File: src/rtl/button_press_conditioner_if.sv
// rtl/button_press_conditioner_if.sv - button inputs and press outputs; press_count exists only with BTN_PRESS_CNT_EN
interface button_press_conditioner_if;
  logic [2:0]  btn_raw;
  logic [2:0]  press_pulse;
  logic [2:0]  btn_level;
  logic        busy;
`ifdef BTN_PRESS_CNT_EN
  logic [15:0] press_count;

  modport master (
    input  btn_raw,
    output press_pulse,
    output btn_level,
    output busy,
    output press_count
  );

  modport slave (
    output btn_raw,
    input  press_pulse,
    input  btn_level,
    input  busy,
    input  press_count
  );
`else
  modport master (
    input  btn_raw,
    output press_pulse,
    output btn_level,
    output busy
  );

  modport slave (
    output btn_raw,
    input  press_pulse,
    input  btn_level,
    input  busy
  );
`endif
endinterface

File: src/rtl/button_press_conditioner.sv
// rtl/button_press_conditioner.sv - sync, debounce and one-pulse-per-press gating of three buttons; BTN_PRESS_CNT_EN adds press_count
module button_press_conditioner #(
  parameter int DEBOUNCE_CYCLES = 200,
  parameter int CNT_W           = 16
) (
  input  logic                       clk,
  input  logic                       rst,
  button_press_conditioner_if.master bus
);

  typedef enum logic {IDLE = 1'b0, HELD = 1'b1} state_t;

  localparam logic [CNT_W-1:0] CNT_LAST = CNT_W'(DEBOUNCE_CYCLES - 1);

  logic [2:0]       s1_q;
  logic [2:0]       s2_q;
  logic [2:0]       level_q;
  logic [2:0]       level_d;
  logic [2:0]       level_dly_q;
  logic [CNT_W-1:0] cnt_q [3];
  logic [CNT_W-1:0] cnt_d [3];
  logic [2:0]       rise;
  state_t           state_q;
  state_t           state_d;
  logic [2:0]       pulse_q;
  logic [2:0]       pulse_d;

  // Two-flop synchroniser for the asynchronous raw buttons
  always_ff @(posedge clk) begin
    if (rst) begin
      s1_q <= '0;
      s2_q <= '0;
    end else begin
      s1_q <= bus.btn_raw;
      s2_q <= s1_q;
    end
  end

  // Debounce: a level flips only after DEBOUNCE_CYCLES consecutive disagreeing samples
  always_comb begin
    level_d = level_q;
    for (int i = 0; i < 3; i++) begin
      cnt_d[i] = '0;
      if (s2_q[i] != level_q[i]) begin
        if (cnt_q[i] == CNT_LAST) begin
          level_d[i] = s2_q[i];
        end else begin
          cnt_d[i] = cnt_q[i] + 1'b1;
        end
      end
    end
  end

  // Debounced levels, their one-cycle delay and the per-bit counters
  always_ff @(posedge clk) begin
    if (rst) begin
      level_q     <= '0;
      level_dly_q <= '0;
      for (int i = 0; i < 3; i++) begin
        cnt_q[i] <= '0;
      end
    end else begin
      level_q     <= level_d;
      level_dly_q <= level_q;
      for (int i = 0; i < 3; i++) begin
        cnt_q[i] <= cnt_d[i];
      end
    end
  end

  assign rise = level_q & ~level_dly_q;

  // Accept the lowest-index rise when idle, then ignore everything until all buttons are released
  always_comb begin
    state_d = state_q;
    pulse_d = '0;
    case (state_q)
      IDLE: begin
        if (rise != 3'b000) begin
          state_d = HELD;
          if (rise[0]) begin
            pulse_d = 3'b001;
          end else if (rise[1]) begin
            pulse_d = 3'b010;
          end else begin
            pulse_d = 3'b100;
          end
        end
      end
      HELD: begin
        if (level_q == 3'b000) begin
          state_d = IDLE;
        end
      end
      default: state_d = IDLE;
    endcase
  end

  // FSM state and registered press pulse
  always_ff @(posedge clk) begin
    if (rst) begin
      state_q <= IDLE;
      pulse_q <= '0;
    end else begin
      state_q <= state_d;
      pulse_q <= pulse_d;
    end
  end

  assign bus.press_pulse = pulse_q;
  assign bus.btn_level   = level_q;
  assign bus.busy        = (state_q == HELD);

`ifdef BTN_PRESS_CNT_EN
  logic        accept;
  logic [15:0] press_count_q;

  assign accept = (state_q == IDLE) && (rise != 3'b000);

  // Saturating count of accepted presses, stepping with the pulse register
  always_ff @(posedge clk) begin
    if (rst) begin
      press_count_q <= '0;
    end else if (accept && (press_count_q != 16'hFFFF)) begin
      press_count_q <= press_count_q + 16'd1;
    end
  end

  assign bus.press_count = press_count_q;
`else
`endif

endmodule

File: src/flat_wrapper.sv
// flat-port wrapper written by rule: the top's interface ports become plain ports
module button_press_conditioner_flat 
#(
  parameter int DEBOUNCE_CYCLES = 200,
  parameter int CNT_W           = 16
)
  (clk, rst, bus_btn_raw, bus_press_pulse, bus_btn_level, bus_busy);
  button_press_conditioner_if bus_i ();
  input  logic clk;
  input  logic rst;
  input wire logic [$bits(bus_i.btn_raw)-1:0] bus_btn_raw;
  output wire logic [$bits(bus_i.press_pulse)-1:0] bus_press_pulse;
  output wire logic [$bits(bus_i.btn_level)-1:0] bus_btn_level;
  output wire logic [$bits(bus_i.busy)-1:0] bus_busy;
  assign bus_i.btn_raw = bus_btn_raw;
  assign bus_press_pulse = bus_i.press_pulse;
  assign bus_btn_level = bus_i.btn_level;
  assign bus_busy = bus_i.busy;
  button_press_conditioner #(.DEBOUNCE_CYCLES(DEBOUNCE_CYCLES), .CNT_W(CNT_W)) u_core (.clk(clk), .rst(rst), .bus(bus_i));
endmodule
File: config.mk
export PLATFORM = sky130hd
export DESIGN_NAME = button_press_conditioner_flat
export DESIGN_NICKNAME = d
export VERILOG_FILES = /design/src/rtl/button_press_conditioner_if.sv /design/src/rtl/button_press_conditioner.sv /design/src/flat_wrapper.sv
export SDC_FILE = /design/constraint.sdc
export NUM_CORES = 1
export LEC_CHECK = 0
export CELL_PAD_IN_SITES_DETAIL_PLACEMENT = 2
export CELL_PAD_IN_SITES_GLOBAL_PLACEMENT = 2
export CORE_MARGIN = 2
export CORE_UTILIZATION = 25
export DETAILED_ROUTE_END_ITERATION = 10
export MAX_ROUTING_LAYER = met4
export PLACE_DENSITY_LB_ADDON = 0.1
export SLEW_MARGIN = 40
export SYNTH_ARGS = -nofsm -noshare
export SYNTH_HDL_FRONTEND = slang
export SYNTH_SLANG_ARGS = --single-unit
File: constraint.sdc
create_clock -name clk -period 2.1 [get_ports clk]
set_input_delay 0.21 -clock clk [delete_from_list [all_inputs] [get_ports clk]]
set_output_delay 0.21 -clock clk [all_outputs]
set_load 0.1 [all_outputs]
==> metrics.log, run 1 <==
[metrics] utilization after layout: 0.299
[metrics] flip-flop and latch count after synthesis: 64
[metrics] area inside the core boundary: 10200 um2
[metrics] Synth cell types: 28
[metrics] Congestion Overflow GR: 0
[metrics] capture point of the worst reg-to-reg path: u_core.cnt_q[0][22]$_SDFF_PP0_
[metrics] peak ir drop on the vdd network: 0.000223 V
[metrics] num ports: 12
[metrics] number of warnings reported in the yosys synthesis log: 0
[metrics] GR Util All Layers: 0.123
[metrics] fraction of final layout cells with drive strength greater than 1: 0.0863
[metrics] total power per unit cell area: 768 nW/um2
[metrics] setup ws final: 0.359 ns
[metrics] drt first pass iters: 3
[metrics] Inserted Clock Buffers: 9
[metrics] Setup violations, final: 0
[metrics] clock-pin slew on the worst setup and hold paths: 0.07 ns
[metrics] worst setup slack after placement: 0.342 ns
[metrics] initial core utilization: 0.255
[metrics] post-detailed-routing wire length: 6.07 mm
[metrics] series of cell instances along the critical path: ha_1 > nand4_1 > and4b_1 > or3_1 > buf_4 > nor2_1
[metrics] combined area of all synthesized cells: 2610 um2
[metrics] postcts setup bufs: 0
[metrics] total count of max-transition violations in the final report: 0
[metrics] detail-routed net length per standard cell: 13.5 um
[metrics] number of hold buffers added after cts: 0
[metrics] number of nets still failing antenna checks after routing: 0
[metrics] via count of the first global-routing pass: 2142
[metrics] overall power after layout: 2.34 mW
[metrics] Critical Setup Path Class: register to register
[metrics] Avg Inst Size Synth: 9.02 um2
[metrics] Critical Path Source: u_core.cnt_q[0][16]$_SDFF_PP0_
[metrics] TritonCTS clock tree: built
[metrics] post-route clock period utilization: 0.829
[metrics] Hold Fails Final Rpt: 0
[metrics] Crit path required time: 2.39 ns
[metrics] clock latency reported for the late side of the worst-skew pair: 0.35 ns
[metrics] number of antenna violations at the first check in global routing: 0
[metrics] type of element launching the critical path: register
[metrics] die outline area: 11300 um2
[metrics] worst-case reg-to-reg path depth: 6
[metrics] library cell occupying the most area in the post-synthesis netlist: dfxtp_1
[metrics] cell at the slowest stage of the critical path: or3_1
[metrics] buffer cell driving the clock tree root: clkbuf_8
[metrics] number of clock sinks: 64
[metrics] launch point of the worst reg-to-reg path: u_core.cnt_q[0][16]$_SDFF_PP0_
[metrics] top fanout value on the critical path: 16
[metrics] remaining design rule violation count: 0
[metrics] RePlAce Congestion: 0.681
[metrics] termination of the worst setup path: u_core.cnt_q[0][22]$_SDFF_PP0_
[metrics] data arrival at the endpoint of the critical path: 2.03 ns
[metrics] Fin Setup TNS: 0 ns
[metrics] area added between synthesis and finish: 17.2%
[metrics] cell types occupying the most area after synthesis: dfxtp_1 (49%), xnor2_1 (13%), nor2_1 (8.1%), nor4_1 (5.0%), nand3_1 (3.1%)
[metrics] Max Clk Rate: 0.574 GHz
[metrics] placed wire-length estimate: 4.16 mm
[metrics] Chip Height: 106 um
[metrics] Leakage: 0.913 nW
[metrics] kind of end point of the critical path: register
[metrics] total via count in the routed design: 2034
[metrics] result of the run: finished, final reports clean
[metrics] pin count of the biggest net entering global routing: 19
[metrics] number of violations reported at the end of detailed-routing iteration 0: 24
[metrics] # Max-Cap Violations: 0
[metrics] Placement Rows: 37
[metrics] number of cells on the worst hold path: 2
[metrics] worst max-slew margin expressed relative to the limit: 0.742
[metrics] stage delay of the slowest cell on the critical path: 0.39 ns
[metrics] total number of nets in the final design: 316
[metrics] Final Critical Period: 1.74 ns
[metrics] Antenna Cells: 0
[metrics] number of instances in the synthesized netlist: 289
[metrics] horizontal die dimension: 106 um
[metrics] first-pass GRT wire length: 10.4 mm
[metrics] setup repair after global routing missed its margin: no
[metrics] post-cts sizing count: 0
[metrics] share of the yosys chip area belonging to registers: 0.492
[metrics] count of buffers from port buffering: 11
[metrics] CTS Buffer Depth: 2
[metrics] Via-to-Cell Ratio: 4.53
[metrics] total number of H-tree levels: 3
[metrics] Worst-Margin Slew: 0.386 ns
[metrics] maximum clock skew at final layout: 0.00860 ns
[metrics] worst min path class: primary input to register
[metrics] fillers: 1174
[metrics] share of the synthesized area in the top cell type: 0.492
[metrics] register-to-register setup slack: 0.36 ns
[metrics] Synthesized Nets: 297
-- kinds of logic (layout without fill, tap and decap cells) --
group / after synthesis / in the layout / synth area share
buf+inv: 16 / 40 / 0.0288
fa+ha+maj: 3 / 3 / 0.0144
mux: 3 / 3 / 0.0115
xor+xnor: 45 / 45 / 0.151
compound gates: 3 / 3 / 0.00576
flops: 64 / 64 / 0.492
simple gates: 155 / 155 / 0.297
-- metal layers --
metal,wire [um],share of wire,global-route usage
met4,197,0.032,0.0846
met3,114,0.019,0.0239
met5,0,0,-
met2,2710,0.45,0.183
met1,3050,0.50,0.151
-- critical path, delay by kind of cell (launching register included) --
kind | cells | cell delay (ns)
buf+inv | 1 | 0.21
flops | 1 | 0.33
simple gates | 4 | 0.86
fa+ha+maj | 1 | 0.26
-- synthesized netlist by cell type, drive strengths merged --
master and instances:
nand2 13, a21oi 1, mux2i 3, and3 2, or3 1, nor4 21
nand4b 1, clkbuf 2, buf 5, nand3b 1, ha 3, nand4 11
dfxtp 64, and4b 1, nand2b 3, nor4b 2, inv 9, xor2 5
nor2 56, nand3 16, nor2b 9, xnor2 40, nor3 16, nor3b 1
o21ai 2, and4 1
-- final cells by class --
class,count,area [um2],share of cell area
Clock buffer,10,138,0.0451
Clock inverter,6,58.8,0.0193
Sequential cell,64,1280,0.420
Inverter,9,33.8,0.0111
Timing Repair Buffer,15,123,0.0401
Multi-Input combinational cell,209,1250,0.409
Tap cell,136,170,0.0557
-- power breakdown --
part | internal [mW] | total [mW] | switching [mW]
Sequential | 1.22 | 1.22 | 0.00373
Clock | 0.574 | 1.09 | 0.514
Combinational | 0.0153 | 0.0328 | 0.0175
-- worst min-delay path by stage --
stage	from	to	slack [ns]
floorplan	bus_btn_raw[0]	u_core.s1_q[0]$_SDFF_PP0_	0.34
global placement	u_core.level_dly_q[2]$_SDFF_PP0_	u_core.bus.press_pulse[2]$_SDFF_PP0_	0.41
detailed placement	u_core.level_dly_q[2]$_SDFF_PP0_	u_core.bus.press_pulse[2]$_SDFF_PP0_	0.42
CTS	bus_btn_raw[0]	u_core.s1_q[0]$_SDFF_PP0_	0.39
global route	bus_btn_raw[0]	u_core.s1_q[0]$_SDFF_PP0_	0.40
finish	bus_btn_raw[0]	u_core.s1_q[0]$_SDFF_PP0_	0.41
-- state kept, by name, summed over array words and instances, names as in the netlist --
name                    count
u_core.level_dly_q          3
u_core.bus.busy             1
u_core.bus.btn_level        3
u_core.s1_q                 3
u_core.s2_q                 3
u_core.bus.press_pulse      3
u_core.cnt_q               48
-- placed cells by master, fill, tap and decap left out --
master and count:
a21oi_1 1, and3_1 2, and4_1 1, and4b_1 1, buf_4 11, bufinv_16 1
clkbuf_8 10, clkdlybuf4s50_1 4, clkinv_2 4, clkinv_4 1, dfxtp_1 64, ha_1 3
inv_1 9, mux2i_1 3, nand2_1 13, nand2b_1 3, nand3_1 16, nand3b_1 1
nand4_1 11, nand4b_1 1, nor2_1 56, nor2b_1 9, nor3_1 16, nor3b_1 1
nor4_1 21, nor4b_1 2, o21ai_0 2, or3_1 1, xnor2_1 40, xor2_1 5
-- through the flow --
stage / cells / hold slack (ns) / instance area (um2)
2_1_floorplan: 289 / 0.338 / 2610
3_3_place_gp: 433 / 0.406 / 2860
3_5_place_dp: 433 / 0.416 / 2860
4_1_cts: 449 / 0.386 / 3050
5_1_grt: 449 / 0.398 / 3050
6_report: 449 / 0.407 / 3050
Note: power is estimated with default switching activity, not from simulation.
==> run 2: changes to the inputs <==
clock period = 1.7 ns   (was 2.1 ns; I/O delays follow)
==> metrics.log, run 2 (same netlist as run 1, synthesis figures left out) <==
[metrics] worst min path class: primary input to register
[metrics] Crit path required time: 1.97 ns (-0.42 ns)
[metrics] RePlAce Congestion: 0.669 (-1.7%)
[metrics] switching share of power: 0.225 (-0.00355)
[metrics] Via-to-Cell Ratio: 4.56 (+0.63%)
[metrics] top fanout value on the critical path: 16 (unchanged)
[metrics] Chip Height: 106 um (unchanged)
[metrics] maximum clock skew at final layout: 0.00996 ns (+0.00136 ns)
[metrics] number of cells in the finished layout apart from fillers: 462 (+2.9%)
[metrics] worst max-slew margin expressed relative to the limit: 0.731 (-0.0108)
[metrics] total power per unit cell area: 930 nW/um2 (+21%)
[metrics] via count of the first global-routing pass: 2317 (+8.2%)
[metrics] Combinational Power Share: 0.017 (+0.003)
[metrics] area inside the core boundary: 10200 um2 (unchanged)
[metrics] kind of cell adding the most delay to the critical path: simple AND/OR/NAND/NOR gates
[metrics] result of the run: finished, final reports clean
[metrics] total number of H-tree levels: 3 (unchanged)
[metrics] Placement Rows: 37 (unchanged)
[metrics] most frequent standard cell in the layout excluding fill and tap cells: dfxtp_1
[metrics] Post-Route Hold Slack: 0.374 ns (-0.0333 ns)
[metrics] clock-pin slew on the worst setup and hold paths: 0.09 ns (+0.02 ns)
[metrics] Inserted Clock Buffers: 9 (unchanged)
[metrics] drt first pass iters: 4 (+1)
[metrics] number of flip-flops in the largest register: 48 (unchanged)
[metrics] Hold Fails Final Rpt: 0 (unchanged)
[metrics] post-route clock period utilization: 0.933 (+0.104)
[metrics] Leakage: 1.01 nW (+11%)
[metrics] first-pass GRT wire length: 11.1 mm (+6.9%)
[metrics] area used by sequential logic in the layout: 1280 um2 (+0.29%)
[metrics] area of combinational cells with multiple inputs: 1260 um2 (+0.90%)
[metrics] Worst-Margin Slew: 0.399 ns (+0.0136 ns)
[metrics] portion of total power attributed to the clock network: 0.488 (+0.024)
[metrics] Seq pwr share: 0.496 (-0.026)
[metrics] remaining design rule violation count: 0 (unchanged)
[metrics] Setup violations, final: 0 (unchanged)
[metrics] number of cells after detailed placement: 446 (+3.0%)
[metrics] data arrival at the endpoint of the critical path: 1.86 ns (-0.17 ns)
[metrics] Crit path depth: 6 (unchanged)
[metrics] worst-case reg-to-reg path depth: 6 (unchanged)
[metrics] number of nets still failing antenna checks after routing: 0 (unchanged)
[metrics] # Max-Cap Violations: 0 (unchanged)
[metrics] internal power: 2.36 mW (+31%)
[metrics] Fin Setup TNS: 0 ns (unchanged)
[metrics] number of clock sinks: 64 (unchanged)
[metrics] highest-count cells in the layout ignoring fill and taps: dfxtp_1 (61), nor2_1 (56), xnor2_1 (40), nor4_1 (20), buf_4 (17)
[metrics] Critical Setup Path Class: register to register
[metrics] setup repair after global routing missed its margin: no
[metrics] post-detailed-routing wire length: 6.33 mm (+4.1%)
[metrics] num ports: 12 (unchanged)
[metrics] termination of the worst setup path: u_core.cnt_q[0][22]$_SDFF_PP0_
[metrics] die outline area: 11300 um2 (unchanged)
[metrics] Critical Path Source: u_core.cnt_q[0][16]$_SDFF_PP0_
[metrics] total number of nets in the final design: 329 (+4.1%)
[metrics] CTS Buffer Depth: 2 (unchanged)
[metrics] peak ir drop on the vdd network: 0.000377 V (+69%)
[metrics] type of element launching the critical path: register
[metrics] area added between synthesis and finish: 25.7%
[metrics] total count of max-transition violations in the final report: 0 (unchanged)
[metrics] initial core utilization: 0.255 (unchanged)
[metrics] GR Util All Layers: 0.127 (+0.00404)
[metrics] Congestion Overflow GR: 0 (unchanged)
[metrics] buffer cell driving the clock tree root: clkbuf_8
[metrics] Final Critical Period: 1.59 ns (-0.155 ns)
[metrics] series of cell instances along the critical path: ha_1 > nand4_1 > and4b_1 > or3_1 > buf_12 > nor2_1
[metrics] register-to-register setup slack: 0.11 ns (-0.25 ns)
[metrics] detail-routed net length per standard cell: 13.7 um (+1.2%)
[metrics] kind of end point of the critical path: register
[metrics] placed wire-length estimate: 4.53 mm (+8.9%)
[metrics] number of violations reported at the end of detailed-routing iteration 0: 36 (+50%)
[metrics] launch point of the worst reg-to-reg path: u_core.cnt_q[0][16]$_SDFF_PP0_
[metrics] fraction of final layout cells with drive strength greater than 1: 0.138 (+0.0518)
[metrics] count of buffers from port buffering: 11 (unchanged)
[metrics] number of buffers and inverters on the critical path: 1 (unchanged)
[metrics] switching component of the power: 685 uW (+28%)
[metrics] Antenna Cells: 0 (unchanged)
[metrics] Top reg by flops: u_core.cnt_q
[metrics] cell at the slowest stage of the critical path: or3_1
[metrics] TritonCTS clock tree: built
[metrics] horizontal die dimension: 106 um (unchanged)
[metrics] number of hold buffers added after cts: 0 (unchanged)
[metrics] Max Clk Rate: 0.630 GHz (+9.8%)
[metrics] pin count of the biggest net entering global routing: 20 (+1)
[metrics] clock latency reported for the late side of the worst-skew pair: 0.34 ns (about the same)
[metrics] total via count in the routed design: 2106 (+3.5%)
[metrics] number of antenna violations at the first check in global routing: 0 (unchanged)
[metrics] capture point of the worst reg-to-reg path: u_core.cnt_q[0][22]$_SDFF_PP0_
[metrics] stage delay of the slowest cell on the critical path: 0.40 ns (about the same)
[metrics] fillers: 1169 (-0.43%)
## run 2: changes by cell type in the layout (fill, tap and decap cells not counted), sizes merged
cell      before  now
buf           11   24
bufinv         1    2
clkbuf        10    9
clkinv         5    3
clkinvlp       0    1
inv            9   10
## run 2: per-stage QoR
step           setup WS (ns)  total power [mW]  area, um2  utilization
2_1_floorplan          0.122              1.57       2610            -
3_3_place_gp           0.133              1.60       3050        0.298
3_5_place_dp          0.0780              1.60       3050        0.298
4_1_cts               0.0489              3.11       3270        0.319
5_1_grt               0.0126              3.18       3280        0.320
6_report               0.114              3.05       3280        0.320
## run 2: worst register-to-register path, delay by kind of cell (launching register included)
family / cells / cell delay [ns]
adders and majority gates: 1 / 0.21
buffers and inverters: 1 / 0.17
DFF: 1 / 0.33
and+or+nand+nor: 4 / 0.82
## run 2: how the worst min path moves through the flow
stage	startpoint	to	slack (ns)	cells after the start
after floorplan	bus_btn_raw[0]	u_core.s1_q[0]$_SDFF_PP0_	0.30	1
after global placement	u_core.level_dly_q[2]$_SDFF_PP0_	u_core.bus.press_pulse[2]$_SDFF_PP0_	0.42	1
after detailed placement	u_core.level_dly_q[2]$_SDFF_PP0_	u_core.bus.press_pulse[2]$_SDFF_PP0_	0.42	1
after CTS	bus_btn_raw[2]	u_core.s1_q[2]$_SDFF_PP0_	0.36	2
after global routing	bus_btn_raw[2]	u_core.s1_q[2]$_SDFF_PP0_	0.36	2
final	bus_btn_raw[2]	u_core.s1_q[2]$_SDFF_PP0_	0.37	2
## run 2: power groups by stage
stage               clock [mW]  sequential, mW  combinational, mW
floorplan                    0            1.55             0.0236
global placement             0            1.55             0.0536
detailed placement           0            1.55             0.0539
CTS                       1.55            1.51             0.0541
global route              1.61            1.51             0.0582
finish                    1.49            1.51             0.0515
## run 2: final cells by class
class	count	area share
clock inverters	7	0.0290
multi-input cells	209	0.385
flip-flops and latches	64	0.392
well taps	136	0.0519
clock buffers	9	0.0378
repair buffers	28	0.0939
inverters	9	0.0103
## run 2: what timing repair did
item                                    in CTS  in global routing
endpoints found under the setup margin       0                  3
setup buffers                                0                  0
gates resized for setup                      0                  2
## run 2: metal layers
| metal | global-route usage | part of all wire | vias up |
|---|---|---|---|
| met5 | - | 0 | - |
| met4 | 0.0536 | 0.017 | 0 |
| met3 | 0.0251 | 0.019 | 10 |
| met1 | 0.158 | 0.50 | 1034 |
| met2 | 0.203 | 0.47 | 12 |
| li1 | - | - | 1050 |
==> run 3: changes to the inputs <==
CTS_BUF_LIST = sky130_fd_sc_hd__clkbuf_16   (was default)
==> metrics.log, run 3 (same netlist as run 1, synthesis figures left out) <==
[metrics] buffer cell driving the clock tree root: clkbuf_16
[metrics] Top reg by flops: u_core.cnt_q
[metrics] Post-Route Hold Slack: 0.388 ns (+0.0144 ns)
[metrics] drt first pass iters: 4 (unchanged)
[metrics] Antenna Cells: 0 (unchanged)
[metrics] Setup violations, final: 0 (unchanged)
[metrics] Worst-Margin Slew: 0.404 ns (+0.00488 ns)
[metrics] fraction of final layout cells with drive strength greater than 1: 0.138 (unchanged)
[metrics] Via-to-Cell Ratio: 4.60 (+0.95%)
[metrics] peak ir drop on the vdd network: 0.000450 V (+19%)
[metrics] Placement Cell Area: 3050 um2 (unchanged)
[metrics] count of buffers from port buffering: 11 (unchanged)
[metrics] GR Util All Layers: 0.134 (+0.00684)
[metrics] worst-case reg-to-reg path depth: 6 (unchanged)
[metrics] area inside the core boundary: 10200 um2 (unchanged)
[metrics] most frequent standard cell in the layout excluding fill and tap cells: dfxtp_1
[metrics] number of cells after detailed placement: 446 (unchanged)
[metrics] postcts setup bufs: 0 (unchanged)
[metrics] number of antenna violations at the first check in global routing: 0 (unchanged)
[metrics] total non-filler cell area in the finished layout: 3380 um2 (+3.1%)
[metrics] total count of max-transition violations in the final report: 0 (unchanged)
[metrics] number of flip-flops in the largest register: 48 (unchanged)
[metrics] area added between synthesis and finish: 29.6%
[metrics] clock latency reported for the late side of the worst-skew pair: 0.33 ns (about the same)
[metrics] Hold Path Sink: u_core.s1_q[2]$_SDFF_PP0_
[metrics] detail-routed net length per standard cell: 14.2 um (+3.6%)
[metrics] area used by sequential logic in the layout: 1280 um2 (unchanged)
[metrics] number of hold buffers added after cts: 0 (unchanged)
[metrics] via count of the first global-routing pass: 2361 (+1.9%)
[metrics] type of element launching the critical path: register
[metrics] Hold Fails Final Rpt: 0 (unchanged)
[metrics] horizontal die dimension: 106 um (unchanged)
[metrics] post-cts sizing count: 0 (unchanged)
[metrics] utilization after layout: 0.330 (+0.00990)
[metrics] kind of end point of the critical path: register
[metrics] num ports: 12 (unchanged)
[metrics] pin count of the biggest net entering global routing: 20 (unchanged)
[metrics] setup repair after global routing missed its margin: no
[metrics] cell at the slowest stage of the critical path: or3_1
[metrics] total via count in the routed design: 2126 (+0.95%)
[metrics] highest-count cells in the layout ignoring fill and taps: dfxtp_1 (61), nor2_1 (56), xnor2_1 (40), nor4_1 (20), buf_4 (17)
[metrics] launch point of the worst reg-to-reg path: u_core.cnt_q[0][16]$_SDFF_PP0_
[metrics] data arrival at the endpoint of the critical path: 1.85 ns (about the same)
[metrics] remaining design rule violation count: 0 (unchanged)
[metrics] fillers: 1157 (-1.0%)
[metrics] worst max-slew margin expressed relative to the limit: 0.728 (-0.00329)
[metrics] RePlAce Congestion: 0.669 (unchanged)
[metrics] Critical Setup Path Class: register to register
[metrics] top fanout value on the critical path: 16 (unchanged)
[metrics] post-detailed-routing wire length: 6.55 mm (+3.6%)
[metrics] initial core utilization: 0.255 (unchanged)
[metrics] number of nets still failing antenna checks after routing: 0 (unchanged)
[metrics] register-to-register setup slack: 0.12 ns (about the same)
[metrics] area of combinational cells with multiple inputs: 1260 um2 (unchanged)
[metrics] Fin Setup TNS: 0 ns (unchanged)
[metrics] Chip Height: 106 um (unchanged)
[metrics] # Max-Cap Violations: 0 (unchanged)
[metrics] Final Critical Period: 1.58 ns (-0.00826 ns)
[metrics] Max Clk Rate: 0.634 GHz (+0.52%)
[metrics] maximum clock skew at final layout: 0.00905 ns (-0.000914 ns)
[metrics] series of cell instances along the critical path: ha_1 > nand4_1 > and4b_1 > or3_1 > buf_12 > nor2_1
[metrics] stage delay of the slowest cell on the critical path: 0.40 ns (about the same)
[metrics] result of the run: finished, final reports clean
[metrics] total number of nets in the final design: 329 (unchanged)
[metrics] Congestion Overflow GR: 0 (unchanged)
[metrics] number of cells in the finished layout apart from fillers: 462 (unchanged)
[metrics] worst min path class: primary input to register
[metrics] die outline area: 11300 um2 (unchanged)
[metrics] total number of H-tree levels: 3 (unchanged)
[metrics] number of violations reported at the end of detailed-routing iteration 0: 26 (-28%)
[metrics] Crit path required time: 1.97 ns (about the same)
[metrics] CTS Buffer Depth: 2 (unchanged)
[metrics] number of cells on the worst hold path: 2 (unchanged)
[metrics] Leakage: 1.06 nW (+4.6%)
[metrics] Placement Rows: 37 (unchanged)
[metrics] total power per unit cell area: 1060 nW/um2 (+14%)
[metrics] clock-pin slew on the worst setup and hold paths: 0.06 ns (-0.03 ns)
[metrics] hold_sp: bus_btn_raw[2]
[metrics] TritonCTS clock tree: built
[metrics] Inserted Clock Buffers: 9 (unchanged)
[metrics] number of clock sinks: 64 (unchanged)
[metrics] first-pass GRT wire length: 11.6 mm (+4.0%)
[metrics] post-route clock period utilization: 0.928 (-0.00486)
[metrics] capture point of the worst reg-to-reg path: u_core.cnt_q[0][22]$_SDFF_PP0_
[metrics] placed wire-length estimate: 4.53 mm (unchanged)
[run 3: cell type report]
| type | instances | share of cell area |
|---|---|---|
| Sequential cell | 64 | 0.380 |
| Multi-Input combinational cell | 209 | 0.373 |
| Timing Repair Buffer | 28 | 0.0911 |
| Clock buffer | 9 | 0.0667 |
| Tap cell | 136 | 0.0504 |
| Clock inverter | 7 | 0.0281 |
| Inverter | 9 | 0.0100 |
[run 3: how the worst max path moves through the flow]
stage,from,end,slack [ns]
final,u_core.cnt_q[0][16]$_SDFF_PP0_,u_core.cnt_q[0][22]$_SDFF_PP0_,0.12
after global routing,u_core.cnt_q[0][33]$_SDFF_PP0_,u_core.cnt_q[0][42]$_SDFF_PP0_,0.008
after CTS,u_core.cnt_q[0][1]$_SDFF_PP0_,u_core.cnt_q[0][8]$_SDFF_PP0_,0.05
after detailed placement,u_core.cnt_q[0][1]$_SDFF_PP0_,u_core.cnt_q[0][8]$_SDFF_PP0_,0.08
after global placement,u_core.cnt_q[0][16]$_SDFF_PP0_,u_core.cnt_q[0][26]$_SDFF_PP0_,0.13
after floorplan,u_core.cnt_q[0][16]$_SDFF_PP0_,u_core.cnt_q[0][19]$_SDFF_PP0_,0.12
[run 3: worst max-delay path, delay by kind of cell (launching register included)]
kind                       cells  cell delay [ns]
adders and majority gates      1             0.21
buffers and inverters          1             0.17
DFF                            1             0.32
and+or+nand+nor                4             0.82
[run 3: power breakdown]
part	leakage (nW)	switching, mW	internal, mW
logic	0.383	0.0250	0.0273
clock network	0.156	0.727	1.29
registers	0.518	0.00412	1.51
total	1.06	0.756	2.82
[run 3: per-stage QoR]
stage                     setup WS [ns]  power [mW]
after CTS                        0.0508        3.65
after global routing            0.00839        3.73
after detailed placement         0.0780        1.60
after global placement            0.133        1.60
after floorplan                   0.122        1.57
final                             0.122        3.58
[run 3: metal layers]
metal,track usage,share of wire
met1,0.162,0.49
met2,0.210,0.48
met3,0.0380,0.025
met4,0.0555,0.013
met5,-,0
